`config.mk`:
```
export PLATFORM = sky130hd
export DESIGN_NAME = box_shrink
export DESIGN_NICKNAME = d
export VERILOG_FILES = /design/src/rtl/box_shrink_pkg.sv /design/src/rtl/box_accum.sv /design/src/rtl/box_shrink.sv
export SDC_FILE = /design/constraint.sdc
export NUM_CORES = 1
export LEC_CHECK = 0
export CAP_MARGIN = 20
export CORE_ASPECT_RATIO = 1.25
export CORE_MARGIN = 3
export CORE_UTILIZATION = 45
export CTS_BUF_LIST = sky130_fd_sc_hd__clkbuf_16
export DETAILED_ROUTE_END_ITERATION = 7
export GPL_TIMING_DRIVEN = 0
export PLACE_DENSITY = 0.8
export SETUP_SLACK_MARGIN = 0.05
export SYNTH_ARGS = -nofsm -noshare
export SYNTH_HDL_FRONTEND = slang
export SYNTH_HIERARCHICAL = 1
export SYNTH_SLANG_ARGS = --single-unit
```
`constraint.sdc`:
```
create_clock -name clk -period 9.3 [get_ports clk]
set_input_delay 0.93 -clock clk [delete_from_list [all_inputs] [get_ports clk]]
set_output_delay 0.93 -clock clk [all_outputs]
set_load 0.005 [all_outputs]
```
`src/rtl/box_shrink_pkg.sv`:
```
// box_shrink_pkg: shared FSM states and derived-size helpers for box_shrink
package box_shrink_pkg;

    typedef enum logic [1:0] {
        IDLE,
        RUN,
        FLUSH,
        DONE
    } state_t;

    function automatic int out_w(input int width, input int fx);
        return width / fx;
    endfunction

    function automatic int out_h(input int height, input int fy);
        return height / fy;
    endfunction

    function automatic int acc_w(input int dw, input int fx, input int fy);
        return dw + $clog2(fx * fy);
    endfunction

endpackage

```
`src/rtl/box_accum.sv`:
```
// box_accum: one channel's block accumulator with reload-on-first and divide-by-block-size
module box_accum
    import box_shrink_pkg::*;
#(
    parameter int DW = 8,
    parameter int FX = 2,
    parameter int FY = 2
)(
    input  logic          clk,
    input  logic          rst,
    input  logic          i_en,
    input  logic          i_first,
    input  logic [DW-1:0] i_pix,
    output logic [DW-1:0] o_avg
);

    localparam int N  = FX * FY;
    localparam int SW = acc_w(DW, FX, FY);

    logic [SW-1:0] r_acc;
    logic [SW-1:0] w_sum;

    assign w_sum = (i_first ? '0 : r_acc) + SW'(i_pix);

    if ((N & (N - 1)) == 0) begin : g_shift
        assign o_avg = DW'(w_sum >> $clog2(N));
    end else begin : g_div
        assign o_avg = DW'(w_sum / SW'(N));
    end

    // Running sum; the first pixel of a block replaces the previous block's total
    always_ff @(posedge clk) r_acc <= rst ? '0 : i_en ? w_sum : r_acc;

endmodule

```
`src/rtl/box_shrink.sv`:
```
// box_shrink: streaming frame shrink by FX x FY; decimates by default,
// box-averages each block when BOX_SHRINK_AVG_EN is defined
module box_shrink
    import box_shrink_pkg::*;
#(
    parameter int FX     = 2,
    parameter int FY     = 2,
    parameter int CH     = 3,
    parameter int DW     = 8,
    parameter int WIDTH  = 30,
    parameter int HEIGHT = 30,
    localparam int AW    = $clog2(WIDTH * HEIGHT)
)(
    input  logic             clk,
    input  logic             rst,
    input  logic             start,
    output logic             busy,
    output logic             done,
    output logic             rd_en,
    output logic [AW-1:0]    rd_addr,
    input  logic [CH*DW-1:0] pix_in,
    output logic             wr_en,
    output logic [AW-1:0]    wr_addr,
    output logic [CH*DW-1:0] pix_out
);

    localparam int OW = out_w(WIDTH, FX);
    localparam int OH = out_h(HEIGHT, FY);
    localparam int CW = $clog2((WIDTH > HEIGHT ? WIDTH : HEIGHT) + 1);

    state_t          r_state, w_next;
    logic [CW-1:0]   r_ox, r_oy, w_bx, w_by;
    logic            w_blk_last, w_last_rd;
    logic            r_v1, r_last1;
    logic [CH*DW-1:0] w_avg;

`ifdef BOX_SHRINK_AVG_EN
    logic [CW-1:0] r_bx, r_by;
    logic          r_first1;

    assign w_bx       = r_bx;
    assign w_by       = r_by;
    assign w_blk_last = (r_bx == CW'(FX - 1)) && (r_by == CW'(FY - 1));

    // Walk each block row by row before the block counters advance
    always_ff @(posedge clk) begin
        if (rst || r_state != RUN) begin
            r_bx <= '0;
            r_by <= '0;
        end else begin
            r_bx <= (r_bx == CW'(FX - 1)) ? '0 : r_bx + 1'b1;
            r_by <= (r_bx != CW'(FX - 1)) ? r_by : (r_by == CW'(FY - 1)) ? '0 : r_by + 1'b1;
        end
    end

    // Mark the first pixel of a block so it arrives with a reload flag
    always_ff @(posedge clk) r_first1 <= rst ? 1'b0 : (r_state == RUN) && r_bx == '0 && r_by == '0;

    for (genvar c = 0; c < CH; c++) begin : g_acc
        box_accum #(.DW(DW), .FX(FX), .FY(FY)) u_acc (
            .clk    (clk),
            .rst    (rst),
            .i_en   (r_v1),
            .i_first(r_first1),
            .i_pix  (pix_in[c*DW +: DW]),
            .o_avg  (w_avg[c*DW +: DW])
        );
    end
`else
    assign w_bx       = '0;
    assign w_by       = '0;
    assign w_blk_last = 1'b1;
    assign w_avg      = pix_in;
`endif

    assign w_last_rd = w_blk_last && r_ox == CW'(OW - 1) && r_oy == CW'(OH - 1);
    assign rd_en     = r_state == RUN;
    assign rd_addr   = AW'((r_oy * FY + w_by) * WIDTH + r_ox * FX + w_bx);
    assign busy      = r_state == RUN || r_state == FLUSH;
    assign done      = r_state == DONE;

    // Output block position, stepped once per completed block, idle at zero
    always_ff @(posedge clk) begin
        if (rst || r_state != RUN) begin
            r_ox <= '0;
            r_oy <= '0;
        end else if (w_blk_last) begin
            r_ox <= (r_ox == CW'(OW - 1)) ? '0 : r_ox + 1'b1;
            r_oy <= (r_ox != CW'(OW - 1)) ? r_oy : (r_oy == CW'(OH - 1)) ? '0 : r_oy + 1'b1;
        end
    end

    // Delay the read strobe to line up with pixel data returning from memory
    always_ff @(posedge clk) begin
        r_v1    <= rst ? 1'b0 : rd_en;
        r_last1 <= rst ? 1'b0 : rd_en && w_blk_last;
    end

    // Register each finished output pixel; destination address steps after every write
    always_ff @(posedge clk) begin
        if (rst) begin
            wr_en   <= 1'b0;
            wr_addr <= '0;
            pix_out <= '0;
        end else begin
            wr_en   <= r_last1;
            wr_addr <= (r_state == IDLE) ? '0 : wr_en ? wr_addr + 1'b1 : wr_addr;
            pix_out <= r_last1 ? w_avg : pix_out;
        end
    end

    // Next state: start only matters in IDLE, FLUSH waits for the pipeline to drain
    always_comb begin
        w_next = r_state;
        case (r_state)
            IDLE:    w_next = start ? RUN : IDLE;
            RUN:     w_next = w_last_rd ? FLUSH : RUN;
            FLUSH:   w_next = (wr_en && !r_v1) ? DONE : FLUSH;
            default: w_next = IDLE;
        endcase
    end

    // State register
    always_ff @(posedge clk) r_state <= rst ? IDLE : w_next;

endmodule

```
Yosys cells after proc, flatten, opt, wreduce, memory -nomap -nowiden
Index checks and enable logic that the tools add are counted.

word-level totals
  output and inout port bits = 48
  bits of input ports = 27
  register bits after elaboration = 48

operators by class
  reduce and logical (&&, ||, !) cells = 8
  muxes and demuxes = 5
  multiply operators = 1
  add/sub/neg operators = 4
  equality and inequality tests = 7

operators by type and width
  cell                                               number
  adder 10 x 1 -> 10 bit (second input constant)     1
  adder 10 x 6 -> 10 bit                             1
  adder 5 x 1 -> 5 bit (second input constant)       2
  == test 5 x 4 -> 1 bit (second input constant)     2
  multiplier 5 x 4 -> 8 bit (second input constant)  1
  one-hot mux 2 bit (3 select lines)                 1
  two-way mux 5 bit                                  1
  != test 5 x 4 -> 1 bit (second input constant)     1
  == test 2 bit (second input constant)              2
  OR reduction 2 bit                                 2
  == test 2 x 1 -> 1 bit (second input constant)     1
  logical AND 1 bit                                  2
  logical NOT 2 bit                                  1
  logical OR 1 bit                                   2
  two-way mux 1 bit                                  2
  two-way mux 2 bit                                  1
  != test 2 x 1 -> 1 bit (second input constant)     1
  logical NOT 1 bit                                  1

Depth between registers and ports, before layout
  depth in word-level cells = 4
  depth in mapped cells = 11
  gate-level depth less buffers = 11

Worst setup path after synthesis
Ideal clock, no wire load.

  path kind = register to output
  start point = reg r_oy[2]
  end point = out rd_addr[9]
  buffers on the path = 0
  required time = 8370 ps
  arrival = 3029 ps
  path slack = 5341 ps
  stages on the path, launching flop included = 10
  cell sequence = dfxtp_1 > fa_1 > fa_1 > inv_1 > fa_1 > inv_1 > ha_1 > a21o_1 > and4_1 > xnor3_1

on the way
  longest elaborated chain between the ends = 2

ends and longest elaborated chain
  what                       RTL line          text
  from (decl)                box_shrink.sv:32  logic [CW-1:0] r_ox, r_oy, w_bx, w_by;
  from (signal assigned)     box_shrink.sv:89  r_oy <= (r_ox != CW'(OW - 1)) ? r_oy : (r_oy == CW'(OH - 1)) ? '0 : r_oy + 1'b1;
  multiplier 5 x 4 -> 8 bit  box_shrink.sv:78  assign rd_addr = AW'((r_oy * FY + w_by) * WIDTH + r_ox * FX + w_bx);
  adder 10 x 6 -> 10 bit     box_shrink.sv:78
  to (decl)                  box_shrink.sv:20  output logic [AW-1:0] rd_addr,

Every way passes these cells.

Worst setup path after layout
Ends and elaborated chain as after synthesis.

==> impl_metrics.py <==
metrics = {
    "placement": {
        "gp_congestion": 0.7849,
        "dp_hpwl_microns": 4104,
        "port_buffers": 73,
        "place_ws_ns": 4.715,
    },
    "cells_and_area": {
        "fin_nets": 396,
        "syn_to_final_growth_pct": 38.35,
        "n_antenna_cell": 0,
        "drive_above_1_share_pct": 4.179,
    },
    "min_path": {
        "holdPathEnd": "r_ox[0]",
        "hp-start": "r_ox[0]",
        "hold_path.class": "reg2reg",
        "hold_depth": 1,
    },
    "die": {
        "die-area_sq_mm": 0.006521,
        "die_h_microns": 89.54,
        "num_rows": 29,
        "fp.dieW_microns": 72.83,
        "ios": 75,
        "initial_core_util_pct": 48.08,
        "coreArea_sq_mm": 0.005225,
    },
    "critical_path": {
        "critical_path_class": "reg2out",
        "timing.critical_path.mode_cell": "fa_1",
        "path_max_fanout": 7,
        "path_cells": "fa_1, fa_1, inv_1, fa_1, inv_1, ha_1, a21o_1, and4_1, xnor3_1, clkdlybuf4s50_1",
        "critPathArrivalTime_ns": 3.95,
        "r2r.worst_path.cells": 7,
        "required_ns": 8.37,
        "rrSetupSlack_ns": 7.67,
        "critPathMaxStageDelay_ns": 0.54,
        "endpoint_kind": "output pin",
        "rr_startpoint": "r_ox[0]",
        "cp_slowest_cell": "dfxtp_1",
        "crit_path_start_kind": "register",
        "worstReg2RegEnd": "r_oy[1]",
    },
    "synthesis": {
        "syn_nets": 316,
        "syn-cell-area_sq_mm": 0.002512,
        "yosysTopAreaCellShare_pct": 38.25,
        "yosysTopAreaCell": "dfxtp_1",
        "ys_types": 33,
        "synth_seq_area_share_pct": 38.25,
        "avgSynthCellArea_sq_um": 9.814,
        "yosys-top-cells-area": "dfxtp_1, ha_1, mux2i_1",
        "ys_warn_count": 6,
        "synthCells": 256,
        "ys_seq_elements": 48,
    },
    "detailed_routing": {
        "drc": 0,
        "wl_per_cell_microns": 13.03,
        "viasPerCell": 4.844,
        "drt_iter0_markers": 51,
        "first_pass_iters": 4,
        "wl_microns": 5171,
        "vias": 1923,
        "drtAntennaViolNets": 0,
    },
    "power_and_ir_drop": {
        "seqPwrFrac_pct": 47.7,
        "p_sw_w": 0.00008825,
        "pwr-share-comb_pct": 9.5,
        "internal-power_w": 0.0003621,
        "p_sw_share_pct": 19.60,
        "ir_drop_v": 0.00008485,
        "power.density_mw_per_mm2": 129.6,
        "clkPwrFrac_pct": 42.8,
        "power.leakage_nw": 1.500,
    },
    "timing": {
        "tns_ns": 0,
        "hold_viol": 0,
        "drv_slew": 0,
        "max_freq_mhz": 205.0,
        "final.setup_skew_ns": 0.006938,
        "rsz0062_at_grt": "no",
        "period_needed_ns": 4.877,
        "setup_viol": 0,
        "fin_ws_ns": 4.423,
        "min_period_over_period_pct": 52.44,
    },
    "global_routing": {
        "grtUsageMet2_pct": 29.23,
        "grt_pass1_vias": 1843,
        "grt_pass1_wl_microns": 8328,
        "grt_most_used_layer": "met2",
        "grt_util_all_layers_pct": 16.16,
        "grt_max_degree": 14,
        "overflow": 0,
        "met1_usage_pct": 19.42,
        "grtUsageMet3_pct": 2.700,
        "antenna_found_initial": 0,
    },
    "cts": {
        "clockBufferDepth": 2,
        "cts_tree": "yes",
        "cts_resized": 0,
        "insertion_delay_ns": 0.28,
        "holdBufCountCts": 0,
        "cts_made_buffers": 5,
        "cts_setup_buffers": 0,
        "cts.htree.levels": 2,
        "clkTransAtPathRegs_ns": 0.06,
        "clockRootBuffer": "clkbuf_16",
        "cts_sinks": 48,
    },
    "flow_run": {
        "max-cap-violations": 0,
    },
    "outcome": {
        "outcome": "finished clean",
    },
}
## routing by layer
| layer | wire length [microns] | up-vias |
|---|---|---|
| met2 | 2784 | 45 |
| met5 | 0 | - |
| met4 | 47 | 0 |
| met3 | 206 | 5 |
| li1 | - | 980 |
| met1 | 2132 | 893 |
## placed cells by master, fill, tap and decap left out, drive strengths merged, types with 2 or more instances in the layout
cell | netlist | routed
o21ai | 3 | 3
nor2 | 44 | 44
xor2 | 11 | 11
dfxtp | 48 | 48
nand2 | 11 | 11
xnor2 | 12 | 12
nand3b | 2 | 2
fa | 8 | 8
a21o | 5 | 5
a21oi | 7 | 7
ha | 25 | 25
clkbuf | 3 | 8
and3 | 3 | 3
or3 | 2 | 2
nand2b | 2 | 2
nand4 | 2 | 2
inv | 20 | 20
nor2b | 3 | 3
clkdlybuf4s50 | 0 | 73
buf | 7 | 7
mux2i | 25 | 25
nand3 | 5 | 5
## worst max path at each step
stage,startpoint,endpoint,slack [ns]
finish,r_oy[2],rd_addr[9],4.42
global route,r_oy[2],rd_addr[9],4.29
CTS,r_oy[2],rd_addr[9],4.40
detailed placement,r_oy[2],rd_addr[9],4.72
global placement,r_oy[2],rd_addr[9],4.80
floorplan,r_oy[2],rd_addr[9],5.34
## power groups by stage
stage	clock network (W)	logic, W	registers [W]
6_report	0.000193	0.0000429	0.000215
5_1_grt	0.000204	0.0000471	0.000215
4_1_cts	0.000199	0.0000435	0.000215
3_5_place_dp	0	0.0000432	0.000219
3_3_place_gp	0	0.0000426	0.000219
2_1_floorplan	0	0.0000168	0.000219
## registers in the layout, summed over array words and instances (netlist names)
signal and cells:
r_ox 5, r_state 2, r_oy 5, pix_out 24
wr_en 1, r_last1 1, wr_addr 10
## through the flow
stage / total power (W) / cell area (sq um) / hold WS (ns) / util (%) / std cells
floorplan: 0.0002362 / 2512 / 0.4412 / - / 256
global placement: 0.0002616 / 3321 / 0.4623 / 63.55 / 391
detailed placement: 0.0002624 / 3321 / 0.4780 / 63.55 / 391
CTS: 0.0004568 / 3476 / 0.4849 / 66.52 / 397
global route: 0.0004660 / 3476 / 0.5021 / 66.52 / 397
finish: 0.0004504 / 3476 / 0.4803 / 66.52 / 397
## synth_stat cells
library cell,number
nand3_1,5
and4_1,1
a222oi_1,1
and3_1,3
a21oi_4,1
xnor2_1,12
nor2_1,44
o21ai_0,3
ha_1,25
or2_1,1
nand2_1,11
buf_2,4
nor2b_1,3
mux2i_1,25
dfxtp_1,48
clkbuf_1,3
nand3b_1,2
nand4_1,2
inv_1,20
buf_1,1
fa_1,8
nor3_1,1
a21o_1,5
or3_1,2
conb_1,1
xnor3_1,1
buf_4,2
nand2b_1,2
and4b_1,1
a211oi_1,1
a21oi_1,6
xor2_1,10
xor2_2,1
## area by class of cell
class | instances | area [sq um]
multi-input combinational | 178 | 1426
timing repair buffer | 73 | 730.7
sequential | 48 | 960.9
buffer | 10 | 50.05
clock buffer | 5 | 125.1
inverter | 20 | 75.07
fill | 438 | 1749
clock inverter | 1 | 30.03
tap | 62 | 77.57
## critical path: cells and delay by family (launching register included)
kind,cells,cell delay [ns]
adder cells (fa/ha/maj),4,1.85
buffers and inverters,3,0.57
flip-flops,1,0.54
XOR/XNOR,1,0.32
AND/OR/NAND/NOR,1,0.21
AO/OA/AOI/OAI,1,0.18
## logic make-up (layout without fill, tap and decap cells)
kind of cell             Yosys count  after routing  synth area share (%)
AND/OR/NAND/NOR                   78             78                 13.99
flip-flops                        48             48                 38.25
adder cells (fa/ha/maj)           33             33                 18.82
buffers and inverters             30            109                 4.980
multiplexers                      25             25                 9.960
XOR/XNOR                          24             24                 9.213
AO/OA/AOI/OAI                     17             17                 4.632
other                              1              1                0.1493
(Power assumes the default switching activity.)
==> RTL change (config.mk and constraints unchanged) <==
Add an input register stage for `start`; this delays it by one clock. The other inputs are not delayed to match.
--- a/src/rtl/box_shrink.sv
+++ b/src/rtl/box_shrink.sv
@@ -27,6 +27,12 @@
     localparam int OW = out_w(WIDTH, FX);
     localparam int OH = out_h(HEIGHT, FY);
     localparam int CW = $clog2((WIDTH > HEIGHT ? WIDTH : HEIGHT) + 1);
+
+    logic start_q;
+
+    always_ff @(posedge clk) begin
+        start_q <= start;
+    end
 
     state_t          r_state, w_next;
     logic [CW-1:0]   r_ox, r_oy, w_bx, w_by;
@@ -113,7 +119,7 @@
     always_comb begin
         w_next = r_state;
         case (r_state)
-            IDLE:    w_next = start ? RUN : IDLE;
+            IDLE:    w_next = start_q ? RUN : IDLE;
             RUN:     w_next = w_last_rd ? FLUSH : RUN;
             FLUSH:   w_next = (wr_en && !r_v1) ? DONE : FLUSH;
             default: w_next = IDLE;
Behaviour: not the same (Yosys sat finds a counterexample within 4 cycles, from zero or initial values and one cycle with rst high).
==> RTL change against the unedited design <==
Non-clock buffer count stayed put; register-to-register slack worse by 0.07 ns; power is 1.9% higher; setup slack worse by 0.31 ns; cell area is 1.1% higher; largest cell class unchanged; first-iteration DRC count is 3.9% higher; sequential cell count is 1 higher; routed wire length is 2.4% lower; synthesized area is 1.2% higher; clock skew is 0.0012 ns lower.
==> RTL change: results (changes against the unedited design) <==
Hold Slack: 0.4775 ns (was 0.4803 ns)
Routability cong.: 0.8200 (was 0.7849)
Post-Syn Nets: 318 (was 316)
Dpl hpwl: 3867 um (was 4104 um)
Worst vdd ir: 0.1498 mV (was 0.08485 mV)
Routed vias/inst: 4.831 (was 4.844)
Overall Global Routing Usage: 16.98% (was 16.16%)
Utilization after layout: 64.55% (was 66.52%)
Synth cell count leaders: 49 x dfxtp_1, 46 x nor2_1, 25 x mux2i_1 (was 48 x dfxtp_1, 44 x nor2_1, 25 x ha_1, 25 x mux2i_1, 20 x inv_1)
Metal-1 WL: 2053 um (was 2132 um)
CP max stage cell: fa_1 (was dfxtp_1)
Met3 Use GR: 7.942% (was 2.700%)
Outcome: complete, no violations (unchanged)
Inverters: 21 (was 20)
Switching part of the total: 19.90% (was 19.60%)
Worst r2r dst: r_state[0] (was r_oy[1])
Multi-input gate count: 179 (was 178)
Number of distinct library cells after synthesis: 36 (was 33)
Sequential element share of the synthesized area: 38.58% (was 38.25%)
Seq_cells: 49 (was 48)
M2 GR Usage: 27.54% (was 29.23%)
Largest net degree at the start of global routing: 15 (was 14)
Vias in the first global route: 2049 (was 1843)
Fin cells: 403 (was 397)
Leak Pwr: 1.479 nW (was 1.500 nW)
Layout fillers: 430 (was 438)
Mean Syn Cell Area: 9.816 sq um (was 9.814 sq um)
Pre-CTS setup slack: 4.388 ns (was 4.715 ns)
==> RTL change: changes by cell type after synthesis, moves of 2 or more <==
cell	before	now
a211oi_1	1	3
a21o_1	5	3
clkbuf_1	3	5
nand2_1	11	9
nor2_1	44	46
==> RTL change: worst max path at each step <==
stage                      end  slack (ns)  depth (start not counted)     from
global placement    rd_addr[9]        4.44                         12  r_oy[2]
detailed placement  rd_addr[9]        4.39                         12  r_oy[2]
finish              rd_addr[9]        4.12                         12  r_oy[2]
CTS                 rd_addr[9]        4.07                         12  r_oy[2]
global route        rd_addr[9]        3.84                         12  r_oy[2]
floorplan           rd_addr[9]        5.05                         11  r_oy[2]
==> RTL change: cells by family after synthesis <==
kind of cell / Yosys count / synth area share (%)
AOI/OAI and AO/OA: 20 / 4.970
xor gates and xnor gates: 22 / 8.416
adders and majority gates: 32 / 18.11
buffers and inverters: 31 / 5.020
DFF: 49 / 38.58
muxes: 25 / 9.843
other: 1 / 0.1475
and+or+nand+nor: 79 / 14.91
